File: config.mk
export PLATFORM = sky130hd
export DESIGN_NAME = decode_queue
export DESIGN_NICKNAME = d
export VERILOG_FILES = /design/src/rtl/decode_queue.sv
export SDC_FILE = /design/constraint.sdc
export NUM_CORES = 1
export LEC_CHECK = 0
export ABC_AREA = 1
export BUFFER_PORTS_ARGS = -buffer_cell sky130_fd_sc_hd__buf_2
export CAP_MARGIN = 20
export CORE_MARGIN = 4
export CORE_UTILIZATION = 55
export CTS_BUF_LIST = sky130_fd_sc_hd__clkbuf_4 sky130_fd_sc_hd__clkbuf_8 sky130_fd_sc_hd__clkbuf_16
export DETAILED_ROUTE_END_ITERATION = 16
export HOLD_SLACK_MARGIN = 0.08
export PLACE_DENSITY = 0.88
export SYNTH_ARGS = -nofsm -noshare
export SYNTH_HDL_FRONTEND = slang
export SYNTH_SLANG_ARGS = --single-unit
File: constraint.sdc
create_clock -name clk -period 4.42 [get_ports clk]
set_clock_uncertainty 0.1 [all_clocks]
set_input_delay 0.221 -clock clk [delete_from_list [all_inputs] [get_ports clk]]
set_output_delay 0.221 -clock clk [all_outputs]
set_load 0.005 [all_outputs]
File: src/rtl/decode_queue.sv
// decode_queue: RV32I(M) decode stage with an input FIFO and a registered micro-op bundle.
//   Fetch side   : in_valid/in_ready handshake carrying in_instr, in_pc.
//   Execute side : out_valid/out_ready handshake carrying out_pc, out_rd/rs1/rs2, out_imm,
//                  out_alu_op, out_div_op, out_ctrl, out_mem_type.
//   Control      : clk, rst (sync, active-high), flush (drops everything in flight).
//   Status       : q_count = occupied queue entries.
//   Optional     : `define DECODE_M_EXT_EN to decode MUL*/DIV*/REM* (funct7=0x01).
module decode_queue #(
    parameter int QUEUE_DEPTH = 4,
    parameter int PC_WIDTH    = 32
) (
    input  logic                           clk,
    input  logic                           rst,
    input  logic                           flush,
    input  logic                           in_valid,
    output logic                           in_ready,
    input  logic [31:0]                    in_instr,
    input  logic [PC_WIDTH-1:0]            in_pc,
    output logic                           out_valid,
    input  logic                           out_ready,
    output logic [PC_WIDTH-1:0]            out_pc,
    output logic [4:0]                     out_rd,
    output logic [4:0]                     out_rs1,
    output logic [4:0]                     out_rs2,
    output logic [31:0]                    out_imm,
    output logic [4:0]                     out_alu_op,
    output logic [2:0]                     out_div_op,
    output logic [11:0]                    out_ctrl,
    output logic [2:0]                     out_mem_type,
    output logic [$clog2(QUEUE_DEPTH):0]   q_count
);
    localparam int AW = $clog2(QUEUE_DEPTH);
    localparam int CW = AW + 1;

    logic [31:0]         q_instr [QUEUE_DEPTH];
    logic [PC_WIDTH-1:0] q_pc    [QUEUE_DEPTH];
    logic [AW-1:0]       wr_ptr, rd_ptr;
    logic                full, wr, rd;

    assign full     = q_count == CW'(QUEUE_DEPTH);
    assign in_ready = !full && !rst && !flush;
    assign wr       = in_valid && in_ready;
    assign rd       = (q_count != '0) && (!out_valid || out_ready);

    always_ff @(posedge clk) begin
        if (rst || flush) begin
            wr_ptr  <= '0;
            rd_ptr  <= '0;
            q_count <= '0;
        end else begin
            if (wr) begin
                q_instr[wr_ptr] <= in_instr;
                q_pc[wr_ptr]    <= in_pc;
                wr_ptr          <= wr_ptr + AW'(1);
            end
            if (rd)
                rd_ptr <= rd_ptr + AW'(1);
            q_count <= q_count + CW'(wr) - CW'(rd);
        end
    end

    logic [31:0] h;
    logic [6:0]  opc, f7;
    logic [2:0]  f3;
    logic [31:0] imm_i, imm_s, imm_b, imm_u, imm_j;

    assign h     = q_instr[rd_ptr];
    assign opc   = h[6:0];
    assign f3    = h[14:12];
    assign f7    = h[31:25];
    assign imm_i = {{20{h[31]}}, h[31:20]};
    assign imm_s = {{20{h[31]}}, h[31:25], h[11:7]};
    assign imm_b = {{19{h[31]}}, h[31], h[7], h[30:25], h[11:8], 1'b0};
    assign imm_u = {h[31:12], 12'b0};
    assign imm_j = {{11{h[31]}}, h[31], h[19:12], h[20], h[30:21], 1'b0};

    logic [4:0]  d_rd, d_rs1, d_rs2, d_alu;
    logic [31:0] d_imm;
    logic [2:0]  d_div, d_mem;
    logic        rw, asrc, br, jal, jalr, ld, st, lui, auipc, dv, ill;

    always_comb begin
        d_rd  = '0;
        d_rs1 = '0;
        d_rs2 = '0;
        d_alu = '0;
        d_imm = '0;
        d_div = '0;
        d_mem = '0;
        {rw, asrc, br, jal, jalr, ld, st, lui, auipc, dv, ill} = '0;
        case (opc)
            7'b0110111: begin
                d_rd  = h[11:7];
                d_imm = imm_u;
                rw    = 1'b1;
                lui   = 1'b1;
            end
            7'b0010111: begin
                d_rd  = h[11:7];
                d_imm = imm_u;
                d_alu = 5'd10;
                rw    = 1'b1;
                asrc  = 1'b1;
                auipc = 1'b1;
            end
            7'b1101111: begin
                d_rd  = h[11:7];
                d_imm = imm_j;
                rw    = 1'b1;
                jal   = 1'b1;
            end
            7'b1100111: begin
                d_rd  = h[11:7];
                d_rs1 = h[19:15];
                d_imm = imm_i;
                d_alu = 5'd10;
                rw    = 1'b1;
                asrc  = 1'b1;
                jalr  = 1'b1;
                ill   = f3 != 3'd0;
            end
            7'b1100011: begin
                d_rs1 = h[19:15];
                d_rs2 = h[24:20];
                d_imm = imm_b;
                d_mem = f3;
                br    = 1'b1;
                ill   = f3 == 3'd2 || f3 == 3'd3;
            end
            7'b0000011: begin
                d_rd  = h[11:7];
                d_rs1 = h[19:15];
                d_imm = imm_i;
                d_alu = 5'd10;
                d_mem = f3;
                rw    = 1'b1;
                asrc  = 1'b1;
                ld    = 1'b1;
                ill   = f3 == 3'd3 || f3 == 3'd6 || f3 == 3'd7;
            end
            7'b0100011: begin
                d_rs1 = h[19:15];
                d_rs2 = h[24:20];
                d_imm = imm_s;
                d_alu = 5'd10;
                d_mem = f3;
                asrc  = 1'b1;
                st    = 1'b1;
                ill   = f3 > 3'd2;
            end
            7'b0010011: begin
                d_rd  = h[11:7];
                d_rs1 = h[19:15];
                d_imm = imm_i;
                rw    = 1'b1;
                asrc  = 1'b1;
                case (f3)
                    3'd0:    d_alu = 5'd10;
                    3'd1:    d_alu = 5'd14;
                    3'd2:    d_alu = 5'd17;
                    3'd3:    d_alu = 5'd18;
                    3'd4:    d_alu = 5'd11;
                    3'd5:    d_alu = f7[5] ? 5'd16 : 5'd15;
                    3'd6:    d_alu = 5'd12;
                    default: d_alu = 5'd13;
                endcase
                ill = (f3 == 3'd1 && f7 != 7'h00) ||
                      (f3 == 3'd5 && f7 != 7'h00 && f7 != 7'h20);
            end
            7'b0110011: begin
                d_rd  = h[11:7];
                d_rs1 = h[19:15];
                d_rs2 = h[24:20];
                rw    = 1'b1;
                if (f7 == 7'h00) begin
                    case (f3)
                        3'd0:    d_alu = 5'd0;
                        3'd1:    d_alu = 5'd5;
                        3'd2:    d_alu = 5'd8;
                        3'd3:    d_alu = 5'd9;
                        3'd4:    d_alu = 5'd2;
                        3'd5:    d_alu = 5'd6;
                        3'd6:    d_alu = 5'd3;
                        default: d_alu = 5'd4;
                    endcase
                end else if (f7 == 7'h20) begin
                    d_alu = f3 == 3'd5 ? 5'd7 : 5'd1;
                    ill   = f3 != 3'd0 && f3 != 3'd5;
`ifdef DECODE_M_EXT_EN
                end else if (f7 == 7'h01) begin
                    // funct3[2] separates the multiply group from the divide group
                    d_alu = f3[2] ? 5'd0 : 5'd19 + {3'b0, f3[1:0]};
                    dv    = f3[2];
                    d_div = f3[2] ? f3 : 3'd0;
`endif
                end else begin
                    ill = 1'b1;
                end
            end
            7'b0001111: ;
            default: ill = 1'b1;
        endcase
        ill = ill || h[1:0] != 2'b11;
        // illegal words must not cause any architectural side effect downstream
        {rw, br, jal, jalr, ld, st, dv} = ill ? 7'b0 : {rw, br, jal, jalr, ld, st, dv};
    end

    always_ff @(posedge clk) begin
        if (rst || flush) begin
            out_valid    <= 1'b0;
            out_pc       <= '0;
            out_rd       <= '0;
            out_rs1      <= '0;
            out_rs2      <= '0;
            out_imm      <= '0;
            out_alu_op   <= '0;
            out_div_op   <= '0;
            out_ctrl     <= '0;
            out_mem_type <= '0;
        end else if (rd) begin
            out_valid    <= 1'b1;
            out_pc       <= q_pc[rd_ptr];
            out_rd       <= d_rd;
            out_rs1      <= d_rs1;
            out_rs2      <= d_rs2;
            out_imm      <= d_imm;
            out_alu_op   <= d_alu;
            out_div_op   <= d_div;
            out_ctrl     <= {1'b0, ill, dv, auipc, lui, st, ld, jalr, jal, br, asrc, rw};
            out_mem_type <= d_mem;
        end else if (out_ready) begin
            out_valid <= 1'b0;
        end
    end
endmodule

[Word level (Yosys, flattened, before mapping)]
Memory sizes are Yosys's and may differ from the RTL's. A register that Yosys moved wholly into a read port is not among the register bits.
Index checks and enable logic that the tools add are counted.
Operators by class
  reduce and logical (&&, ||, !) cells: 34
  order comparisons: 1
  add/sub/neg operators: 4
  multiplexer cells: 32
  eq/ne operators: 22
Operators with widths (number)
  case mux 32 bit (5 select lines): 1
  case mux 5 bit (7 select lines): 1
  equality test 7 x 6 -> 1 bit (second input constant): 4
  case mux 4 bit (7 select lines): 1
  two-way mux 5 bit: 5
  equality test 7 bit (second input constant): 3
  two-way mux 1 bit: 16
  equality test 3 bit (second input constant): 5
  case mux 5 bit (3 select lines): 1
  equality test 7 x 5 -> 1 bit (second input constant): 2
  two-way mux 3 bit: 3
  OR reduction 3 bit: 3
  logical AND 1 bit: 8
  OR reduction 4 bit: 2
  equality test 7 x 2 -> 1 bit (second input constant): 1
  equality test 7 x 4 -> 1 bit (second input constant): 1
  logical NOT 7 bit: 1
  logical OR 1 bit: 7
  two-way mux 7 bit: 1
  != test 7 x 6 -> 1 bit (second input constant): 1
  case mux 1 bit (7 select lines): 1
  nonzero test 7 bit: 1
  OR reduction 7 bit: 1
  equality test 3 x 2 -> 1 bit (second input constant): 2
  other kinds (15): 21
Word-level totals
  logic and storage cells: 106
  bits of input ports: 69
  register bits: 74
  RAM bits: 256
  output and inout bits: 107
  memories kept: 2
Memory list
  q_instr: depth 4, bits a word 32, read ports 1, clocked after memory_dff 1, wr ports 1, RTL line 35  | logic [31:0] q_instr [QUEUE_DEPTH];
  q_pc: depth 4, bits a word 32, read ports 1, clocked after memory_dff 1, wr ports 1, RTL line 36  | logic [PC_WIDTH-1:0] q_pc [QUEUE_DEPTH];

[Depth between registers and ports, before layout]
Gate-level depths: netlist (run 1).
  depth after elaboration: 8
  gate-level depth with buffers: 17
  gate-level depth less buffers: 15

[Least setup slack after synthesis (run 1)]
No wires, ideal clock.
  path kind: input port to flip-flop
  from: input rst
  to: memory q_instr[0][0], enable pin
  data required time: 3.833 ns
  stages: 5
  path slack: 0.225 ns
  arrival time: 3.608 ns
  path buffers: 0
  setup time: 0.487 ns
  cell sequence: nor2_1 > inv_2 > a31oi_1 > nand2_1 > nor2_1
On the way
  word-level cells in the longest chain between the ends: 7
  elaborated cells on any way between the ends: 8
  those cells by class: 3 x mux; 5 x reduce/logical
Ends and longest elaborated chain
  start: declaration: RTL line 13  | input logic rst,
  logical NOT 1 bit: RTL line 41  | assign in_ready = !full && !rst && !flush;
  logical AND 1 bit (2 in a row): RTL line 41
  named net in_ready: RTL line 16  | output logic in_ready,
  logical AND 1 bit: RTL line 42  | assign wr = in_valid && in_ready;
  two-way mux 1 bit: RTL line 51  | if (wr) begin
  two-way mux 1 bit: RTL line 46  | if (rst || flush) begin
  two-way mux 1 bit (implied by the code): RTL line 52  | q_instr[wr_ptr] <= in_instr;
  end: declaration: RTL line 35
The timed path passes the listed nets, and every way through them passes these cells.

==> results of run 1 <==
-- synthesized netlist by cell type, drive strengths merged --
master,n
a21o,1
o21ai,164
nand2,286
conb,1
ha,6
nor2,201
nor3,1
nand3,57
or2,2
edfxtp,256
fa,1
clkinv,1
o22ai,15
xor2,1
dfxtp,107
a21oi,83
inv,58
buf,36
a32oi,2
clkbuf,47
a31oi,37
o211ai,1
nand4,13
-- metal layers --
metal	track usage, %	up-vias	routed length, um
li1	-	5180	-
met4	8.922	0	1182
met2	42.56	512	18240
met1	31.16	5303	14470
met3	4.712	96	2956
met5	0	-	0
-- layout by cell type, fill, tap and decap left out, types with 19 or more instances in the layout --
| master | netlist | routed |
|---|---|---|
| clkbuf_16 | 0 | 38 |
| nand2_2 | 21 | 21 |
| a21oi_1 | 71 | 71 |
| nand2_1 | 259 | 259 |
| buf_2 | 13 | 170 |
| inv_1 | 49 | 48 |
| nand3_1 | 51 | 51 |
| dlygate4sd3_1 | 0 | 65 |
| dfxtp_1 | 107 | 105 |
| a31oi_1 | 37 | 36 |
| nor2_1 | 183 | 178 |
| edfxtp_1 | 256 | 256 |
| o21ai_0 | 153 | 153 |
| buf_4 | 8 | 19 |
-- critical path: cells and delay by family, from the launching register on --
kind	cells	cell delay (ns)
buffers and inverters	3	0.85
AND/OR/NAND/NOR	10	1.55
flip-flops	1	0.30
AO/OA/AOI/OAI	1	0.14
-- repair_timing --
| item | in CTS | in global routing |
|---|---|---|
| gates resized for setup | 0 | 0 |
| hold buffers | 65 | 0 |
| hold endpoints to repair | 257 | 0 |
| buffers inserted | 0 | 0 |
-- cells by family after synthesis --
family / after synthesis
xor+xnor: 1
flops: 363
compound gates: 303
fa+ha+maj: 7
simple gates: 560
other cells: 1
buf+inv: 142
-- power groups by stage --
stage	clock (W)	combinational, W	sequential, W
6_report	0.00304	0.00225	0.00401
5_1_grt	0.00322	0.00250	0.00403
4_1_cts	0.00307	0.00222	0.00400
3_5_place_dp	0	0.00215	0.00407
3_3_place_gp	0	0.00209	0.00406
2_1_floorplan	0	0.00152	0.00405
-- layout make-up --
class / instances / area (sq um)
fill: 1909 / 8541
timing repair buffer: 255 / 1664
multi-input combinational: 876 / 4259
sequential: 363 / 9832
tap: 335 / 419.2
antenna: 2 / 5.005
clock buffer: 53 / 1076
inverter: 59 / 222.7
clock inverter: 13 / 113.9
-- through the flow --
step	instances	setup slack (ns)	util, %	total power, W	cell area [sq um]
finish	1956	1.360	67.32	0.009306	17590
global placement	1823	1.564	60.26	0.006149	15750
global route	1956	1.120	67.32	0.009744	17590
detailed placement	1823	1.443	60.26	0.006223	15750
floorplan	1381	0.2251	-	0.005577	14700
CTS	1954	1.373	67.30	0.009299	17590
-- worst paths after layout --
kind / endpoint / cells after the start
setup / recovery: out_imm[14]$_SDFFE_PP0P_ / 14
hold / removal: q_instr[3][0]$_DFFE_PP_ / 2
setup reg to reg: out_imm[14]$_SDFFE_PP0P_ / 14
hold reg to reg: out_imm[4]$_SDFFE_PP0P_ / 2
-- flip-flops by register name, summed over array words and instances (netlist names), named ones only --
| signal | flops |
|---|---|
| q_count | 3 |
| out_alu_op | 5 |
| out_ctrl | 10 |
| rd_ptr | 2 |
| out_mem_type | 3 |
| wr_ptr | 2 |
| out_rs2 | 5 |
| out_pc | 32 |
| out_imm | 32 |
| q_pc | 128 |
| out_rs1 | 5 |
| q_instr | 128 |
| out_valid | 1 |
| out_rd | 5 |
==> impl_metrics.json, run 1 <==
{
  "synth-compound-area-share_pct": 11.26,
  "wl_per_cell_um": 18.84,
  "ioPinCount": 176,
  "synthMuxAreaShare_pct": 0,
  "cts.htree.levels": 2,
  "via_per_inst": 5.670,
  "clock_latency_ns": 0.53,
  "period_needed_ns": 3.060,
  "yosysSeqAreaShare_pct": 66.92,
  "netSwitchingPower_w": 0.003048,
  "irDropWorstVdd_v": 0.0004104,
  "share_comb_of_total_power_pct": 24.2,
  "synth_top_area_share_pct": 52.34,
  "drtIter0Drc": 1101,
  "status": "completed",
  "synth_seq_cells": 363,
  "grt_pass1_wl_um": 57210,
  "crit_top_cell": "nand2_1",
  "synth_top_family_by_area": "simple AND/OR/NAND/NOR gates",
  "clk_pin_slew_ns": 0.06,
  "cpPeakStageDelay_ns": 0.52,
  "critPathCaptureType": "flip-flop",
  "grt_max_degree": 80,
  "netlist_instances": 1377,
  "layout.nets": 1668,
  "syn_avg_cell_area_sq_um": 10.67,
  "gp_congestion": 0.9510,
  "coreArea_sq_um": 26130,
  "gr-usage-all-layers_pct": 24.62,
  "required_ns": 4.77,
  "slew_violations": 0,
  "rsz0062_at_grt": "no",
  "max_slew_margin_pct": 35.19,
  "crit_chain": "buf_4, inv_2, nand3_1, nand2_4, nand2_1, nor2_2, nand2_1, nand3_2, nand2_2, nand2_1, inv_2, nand2_1, nand2_1, a21oi_1",
  "cts_buffers": 37,
  "power.share.sequential_pct": 43.1,
  "setup_viol": 0,
  "antenna_found_initial": 2,
  "synthTopCellsByArea": "edfxtp_1 (52%), dfxtp_1 (15%), nand2_1 (6.6%), o21ai_0 (5.2%), nor2_1 (4.7%)",
  "synth_area_sq_um": 14690,
  "drcViolationCount": 0,
  "ff2ff_setup_slack_ns": 1.36,
  "die-area_sq_um": 29380,
  "hp-class": "in2reg",
  "tightest_slew_ns": 0.9707,
  "power.density_nw_per_um2": 529.0,
  "initial_utilization_pct": 56.21,
  "slowest_stage": "inv_2",
  "dp.final_hpwl_um": 22520,
  "yosys.area_share.simple_pct": 16.54,
  "area_growth_pct": 19.77,
  "switching_share_pct": 32.75,
  "grt.overflow.total": 0,
  "num_rows": 59,
  "die_h_um": 171.4,
  "leakage_nw": 6.857,
  "clk_path_buf_depth": 3,
  "critPathArrivalTime_ns": 3.41,
  "cts_tree": "yes",
  "crit_type": "reg2reg",
  "port_buffers": 170,
  "yosysTopAreaCell": "edfxtp_1",
  "synthXorXnorAreaFrac_pct": 0.05963,
  "cts.sink_count": 363,
  "num_vias": 11091,
  "p_clk_share_pct": 32.7,
  "fmax_ghz": 0.3268,
  "drt_wl_total_um": 36850,
  "yosys_warnings": 0,
  "intPower_w": 0.006258,
  "grt_pass1_vias": 10937,
  "drtPass1Iterations": 5,
  "hold_start": "in_instr[0]",
  "cap_violations": 0,
  "drive_above_1_share_pct": 20.69,
  "clockRootBuffer": "clkbuf_16",
  "die_w_um": 171.4,
  "finalSetupTns_ns": 0,
  "synth_fa_ha_area_share_pct": 0.6474,
  "min_period_over_period_pct": 69.24,
  "crit_path_start_kind": "flip-flop",
  "crit_fanout": 38,
  "netlist-cell-type-count": 38,
  "whs_ns": 0.3473,
  "hold_violations": 0,
  "drtAntennaViolNets": 0
}
No activity file was read; power rests on OpenSTA's default activity.
==> run 2: changes to the inputs <==
clock period = 3.05 ns   (was 4.42 ns; I/O delays follow)
==> run 2 against run 1 <==
Compared with the run above: final cell count increased by 0.26%; cell area up 0.36%; setup slack worse by 0.96 ns; largest cell class unchanged; critical endpoint is now out_imm[19]$_SDFFE_PP0P_; non-clock buffer count grew 4.
==> impl_metrics.json, run 2 (synthesis gave the netlist of run 1 again) <==
{
  "grt_pass1_wl_um": 55880,
  "dp.final_hpwl_um": 21980,
  "power_w": 0.01356,
  "critPathArrivalTime_ns": 2.98,
  "fin_cells": 1961,
  "hold_violations": 0,
  "die-area_sq_um": 29380,
  "port_buffers": 170,
  "r2r_cells": 14,
  "clk_path_buf_depth": 3,
  "critPathCaptureType": "flip-flop",
  "clockRootBuffer": "clkbuf_16",
  "drtIter0Drc": 1286,
  "crit_path_start_kind": "flip-flop",
  "place_inst": 1827,
  "status": "completed",
  "reg_top3": "q_instr x128, q_pc x128",
  "coreArea_sq_um": 26130,
  "required_ns": 3.38,
  "clock_latency_ns": 0.52,
  "grt_max_degree": 138,
  "irDropWorstVdd_v": 0.0007661,
  "die_h_um": 171.4,
  "grt_pass1_vias": 10442,
  "period_needed_ns": 2.649,
  "cts_tree": "yes",
  "drt_wl_total_um": 36360,
  "min_period_over_period_pct": 86.87,
  "finalWorstSetupSlack_ns": 0.4006,
  "die_w_um": 171.4,
  "tightest_slew_ns": 0.6863,
  "cts_buffers": 37,
  "hp-class": "in2reg",
  "clk_pin_slew_ns": 0.06,
  "drcViolationCount": 0,
  "drtPass1Iterations": 7,
  "max_slew_margin_pct": 54.25,
  "crit_type": "reg2reg",
  "post-route-cell-area_sq_um": 17660,
  "drtAntennaViolNets": 0,
  "grt.overflow.total": 0,
  "drive_above_1_share_pct": 20.86,
  "wl_per_cell_um": 18.54,
  "gp_congestion": 0.9410,
  "gr-usage-all-layers_pct": 24.12,
  "rr_endpoint": "out_imm[19]$_SDFFE_PP0P_",
  "ff2ff_setup_slack_ns": 0.40,
  "num_rows": 59,
  "antenna_found_initial": 2,
  "fin_util_pct": 67.56,
  "final_common_cell": "nand2_1",
  "setup_viol": 0,
  "cap_violations": 0,
  "fillers": 1819,
  "placed_area_sq_um": 15790,
  "via_per_inst": 5.674,
  "initial_utilization_pct": 56.21,
  "crit_end": "out_imm[19]$_SDFFE_PP0P_",
  "leakage_nw": 6.891,
  "ioPinCount": 176,
  "layout.nets": 1672,
  "crit_fanout": 22,
  "power.density_nw_per_um2": 768.1,
  "rsz0062_at_grt": "no",
  "area_growth_pct": 20.21,
  "dp_slack_ns": 0.3486,
  "layout_common_cells": "nand2_1 (259), edfxtp_1 (256), nor2_1 (178)",
  "slew_violations": 0,
  "cts.htree.levels": 2,
  "cts.sink_count": 363,
  "num_vias": 11127,
  "fmax_ghz": 0.3774
}
[run 2: cell count changes in the layout (fill, tap and decap cells not counted), moves of 2 or more]
cell	change
clkinv_1	+2
buf_4	+3
clkbuf_4	-2
clkbuf_8	+2
[run 2: routing by layer]
layer / up-vias / share of wire, % / global-route usage (%)
met1: 5278 / 39 / 31.36
met4: 2 / 2.2 / 6.889
li1: 5187 / - / -
met3: 71 / 8.0 / 3.861
met5: - / 0.033 / 0
met2: 589 / 51 / 42.23
[run 2: worst max-delay path, stage by stage, from the launching register on]
cell,delay [ns]
dfxtp_4,0.49
inv_2,0.21
nand2_1,0.16
nand2_1,0.07
nand2_1,0.09
nand2_2,0.08
nor3_1,0.28
nand2_1,0.18
nand3_2,0.24
nand2_2,0.20
nand2_1,0.13
inv_2,0.08
nand2_1,0.06
nand2_1,0.05
a21oi_1,0.14
[run 2: layout make-up]
class	count	area, sq um	area share, %
sequential	363	9834	55.70
multi-input combinational	876	4259	24.12
timing repair buffer	259	1707	9.666
clock buffer	53	1089	6.165
tap	335	419.2	2.374
inverter	59	222.7	1.261
clock inverter	15	122.6	0.6945
antenna	1	2.502	0.01417
[run 2: through the flow]
step / hold WS, ns / TNS (ns)
after global placement: 0.2587 / 0
after CTS: 0.09739 / 0
after global routing: 0.1403 / 0
after detailed placement: 0.2664 / 0
after floorplan: 0.1514 / -22.07
final: 0.1236 / 0
[run 2: power breakdown]
group	switching, W	leakage, nW	internal, W
logic	0.00233	3.10	0.000946
clock network	0.00183	0.612	0.00260
registers	0.000252	3.18	0.00561
total	0.00441	6.89	0.00915
[run 2: worst min-delay path by stage]
| stage | slack [ns] | cells after the start | endpoint | start |
|---|---|---|---|---|
| CTS | 0.1 | 4 | wr_ptr[1]$_SDFFE_PP0P_ | in_valid |
| global placement | 0.26 | 1 | q_pc[2][18]$_DFFE_PP_ | in_pc[18] |
| finish | 0.12 | 4 | wr_ptr[1]$_SDFFE_PP0P_ | in_valid |
| global route | 0.14 | 4 | wr_ptr[0]$_SDFFE_PP0P_ | in_valid |
| detailed placement | 0.27 | 1 | q_pc[1][2]$_DFFE_PP_ | in_pc[2] |
| floorplan | 0.15 | 0 | q_instr[0][0]$_DFFE_PP_ | in_instr[0] |
[run 2: repair_timing]
| item | CTS | global route |
|---|---|---|
| setup buffers | 0 | 0 |
| hold buffers | 65 | 0 |
| endpoints found under the setup margin | 0 | 7 |
| resized for setup | 0 | 1 |
| endpoints found under the hold margin | 257 | 0 |
==> run 3: changes to the inputs <==
CELL_PAD_IN_SITES_DETAIL_PLACEMENT = 2   (was unset)
CELL_PAD_IN_SITES_GLOBAL_PLACEMENT = 2   (was unset)
CORE_UTILIZATION = 38   (was 55)
PLACE_DENSITY = 0.92   (was 0.88)
TNS_END_PERCENT = 5   (was unset)
==> run 3 against run 2 <==
Compared with the run above: cell area is 2.4% higher; clock-buffer cell count increased by 2; flip-flop and latch count unchanged; first-iteration DRC count decreased by 47%; final cell count grew 9.5%; combinational power increased by 14%; largest cell class unchanged; highest routed layer unchanged.
==> impl_metrics.json, run 3 (synthesis gave the netlist of run 1 again) <==
{
  "rr_endpoint": "out_imm[17]$_SDFFE_PP0P_",
  "hold_start": "flush",
  "cpPeakStageDelay_ns": 0.49,
  "crit_fanout": 19,
  "required_ns": 3.42,
  "critPathArrivalTime_ns": 3.13,
  "max_slew_margin_pct": 48.62,
  "layout_common_cells": "nand2_1 (259), edfxtp_1 (256), nor2_1 (178)",
  "power_w": 0.01472,
  "wl_met1_um": 20540,
  "drtIter0Drc": 677,
  "drt_wl_total_um": 52640,
  "grt.overflow.total": 0,
  "cts_tree": "yes",
  "wl_met2_um": 27880,
  "power.density_nw_per_um2": 814.2,
  "port_buffers": 170,
  "drive_above_1_share_pct": 21.52,
  "cts_buffers": 40,
  "whs_endpoint": "out_pc[25]$_SDFFE_PP0P_",
  "initial_utilization_pct": 38.72,
  "final_common_cell": "nand2_1",
  "min_period_over_period_pct": 90.67,
  "hold_violations": 0,
  "critPathCaptureType": "flip-flop",
  "clock_latency_ns": 0.56,
  "crit_path_start_kind": "flip-flop",
  "ioPinCount": 176,
  "dp.final_hpwl_um": 32010,
  "gr-usage-all-layers_pct": 24.64,
  "rsz0062_at_grt": "no",
  "clk_pin_slew_ns": 0.07,
  "clk_path_buf_depth": 3,
  "slew_violations": 0,
  "period_needed_ns": 2.765,
  "clockRootBuffer": "clkbuf_16",
  "wl_per_cell_um": 24.51,
  "cts.sink_count": 363,
  "slowest_stage": "dfxtp_4",
  "die_h_um": 204.6,
  "status": "completed",
  "fmax_ghz": 0.3616,
  "coreArea_sq_um": 37930,
  "tightest_slew_ns": 0.7695,
  "antenna_found_initial": 4,
  "via_per_inst": 5.334,
  "die-area_sq_um": 41860,
  "top_layer": "met5",
  "crit_type": "reg2reg",
  "leakage_nw": 6.995,
  "grt_max_degree": 67,
  "grt_pass1_vias": 12854,
  "reg_top3": "q_instr x128, q_pc x128",
  "drtAntennaViolNets": 0,
  "area_growth_pct": 23.12,
  "crit_top_cell": "nand2_1",
  "irDropWorstVdd_v": 0.0005600,
  "postCtsSetupBuffers": 0,
  "crit_chain": "buf_4, nand3_1, nand3_1, nand2_2, nor3_1, nand2_1, nand3_4, nand2_2, nand2_1, inv_2, nand2_1, nand2_1, a21oi_1",
  "num_vias": 11458,
  "die_w_um": 204.6,
  "gp_congestion": 0.8654,
  "setup_viol": 0,
  "ff2ff_setup_slack_ns": 0.28,
  "hold_depth": 5,
  "drtPass1Iterations": 6,
  "cap_violations": 0,
  "r2r_cells": 13,
  "cts.htree.levels": 2,
  "drcViolationCount": 0,
  "num_rows": 71,
  "grt_pass1_wl_um": 79250,
  "dr_wl_met3_um": 2610,
  "fin_util_pct": 47.67,
  "layout.nets": 1681,
  "hp-class": "in2reg"
}
==> run 3: routing by layer <==
layer	vias up	track usage [%]
met5	-	0
met4	4	7.370
met1	5774	28.83
met2	356	46.31
met3	117	3.989
li1	5207	-
==> run 3: worst max path at each step <==
stage                                startpoint                  endpoint  slack (ns)  cells after the start
after global placement                flip-flop  out_imm[19]$_SDFFE_PP0P_        0.39                     15
after detailed placement              flip-flop  out_imm[18]$_SDFFE_PP0P_        0.17                     14
after CTS                             flip-flop  out_imm[17]$_SDFFE_PP0P_        0.11                     14
after floorplan           q_count[1]$_SDFF_PP0_   q_instr[0][0]$_DFFE_PP_       -0.09                      4
after global routing                  flip-flop  out_imm[17]$_SDFFE_PP0P_        0.04                     13
final                                 flip-flop  out_imm[17]$_SDFFE_PP0P_        0.28                     13
==> run 3: through the flow <==
step                std cells  setup TNS (ns)  worst slack [ns]  cell area [sq um]  hold WS (ns)
global placement         2009               0            0.3943              16040        0.2619
global route             2148               0           0.03937              18080        0.1402
detailed placement       2009               0            0.1651              16040        0.2690
floorplan                1381          -22.07          -0.08622              14710        0.1514
CTS                      2147               0            0.1144              18070        0.1032
finish                   2148               0            0.2847              18080        0.1214
==> run 3: critical path: cells and delay by family, from the launching register on <==
family                 cells  cell delay [ns]
buffers and inverters      2             0.35
DFF                        1             0.49
AOI/OAI and AO/OA          1             0.16
and+or+nand+nor           10             1.54
==> run 3: timing repair <==
| action | CTS | global route |
|---|---|---|
| setup endpoints to repair | 0 | 21 |
| hold buffers | 65 | 0 |
| endpoints found under the hold margin | 257 | 0 |
| resized for setup | 0 | 4 |
==> run 3: area by class of cell <==
| class | count | area (sq um) |
|---|---|---|
| flip-flops and latches | 363 | 9834 |
| fillers | 3865 | 19850 |
| multi-input cells | 876 | 4267 |
| well taps | 511 | 639.4 |
| clock inverters | 18 | 220.2 |
| inverters | 59 | 225.2 |
| diodes | 1 | 2.502 |
| clock buffers | 55 | 1156 |
| repair buffers | 265 | 1739 |
==> run 3: power by group <==
group | internal (W) | switching, W | leakage [nW]
clock network | 0.00302 | 0.00212 | 0.688
registers | 0.00561 | 0.000246 | 3.18
logic | 0.00100 | 0.00272 | 3.13
total | 0.00964 | 0.00508 | 7.00
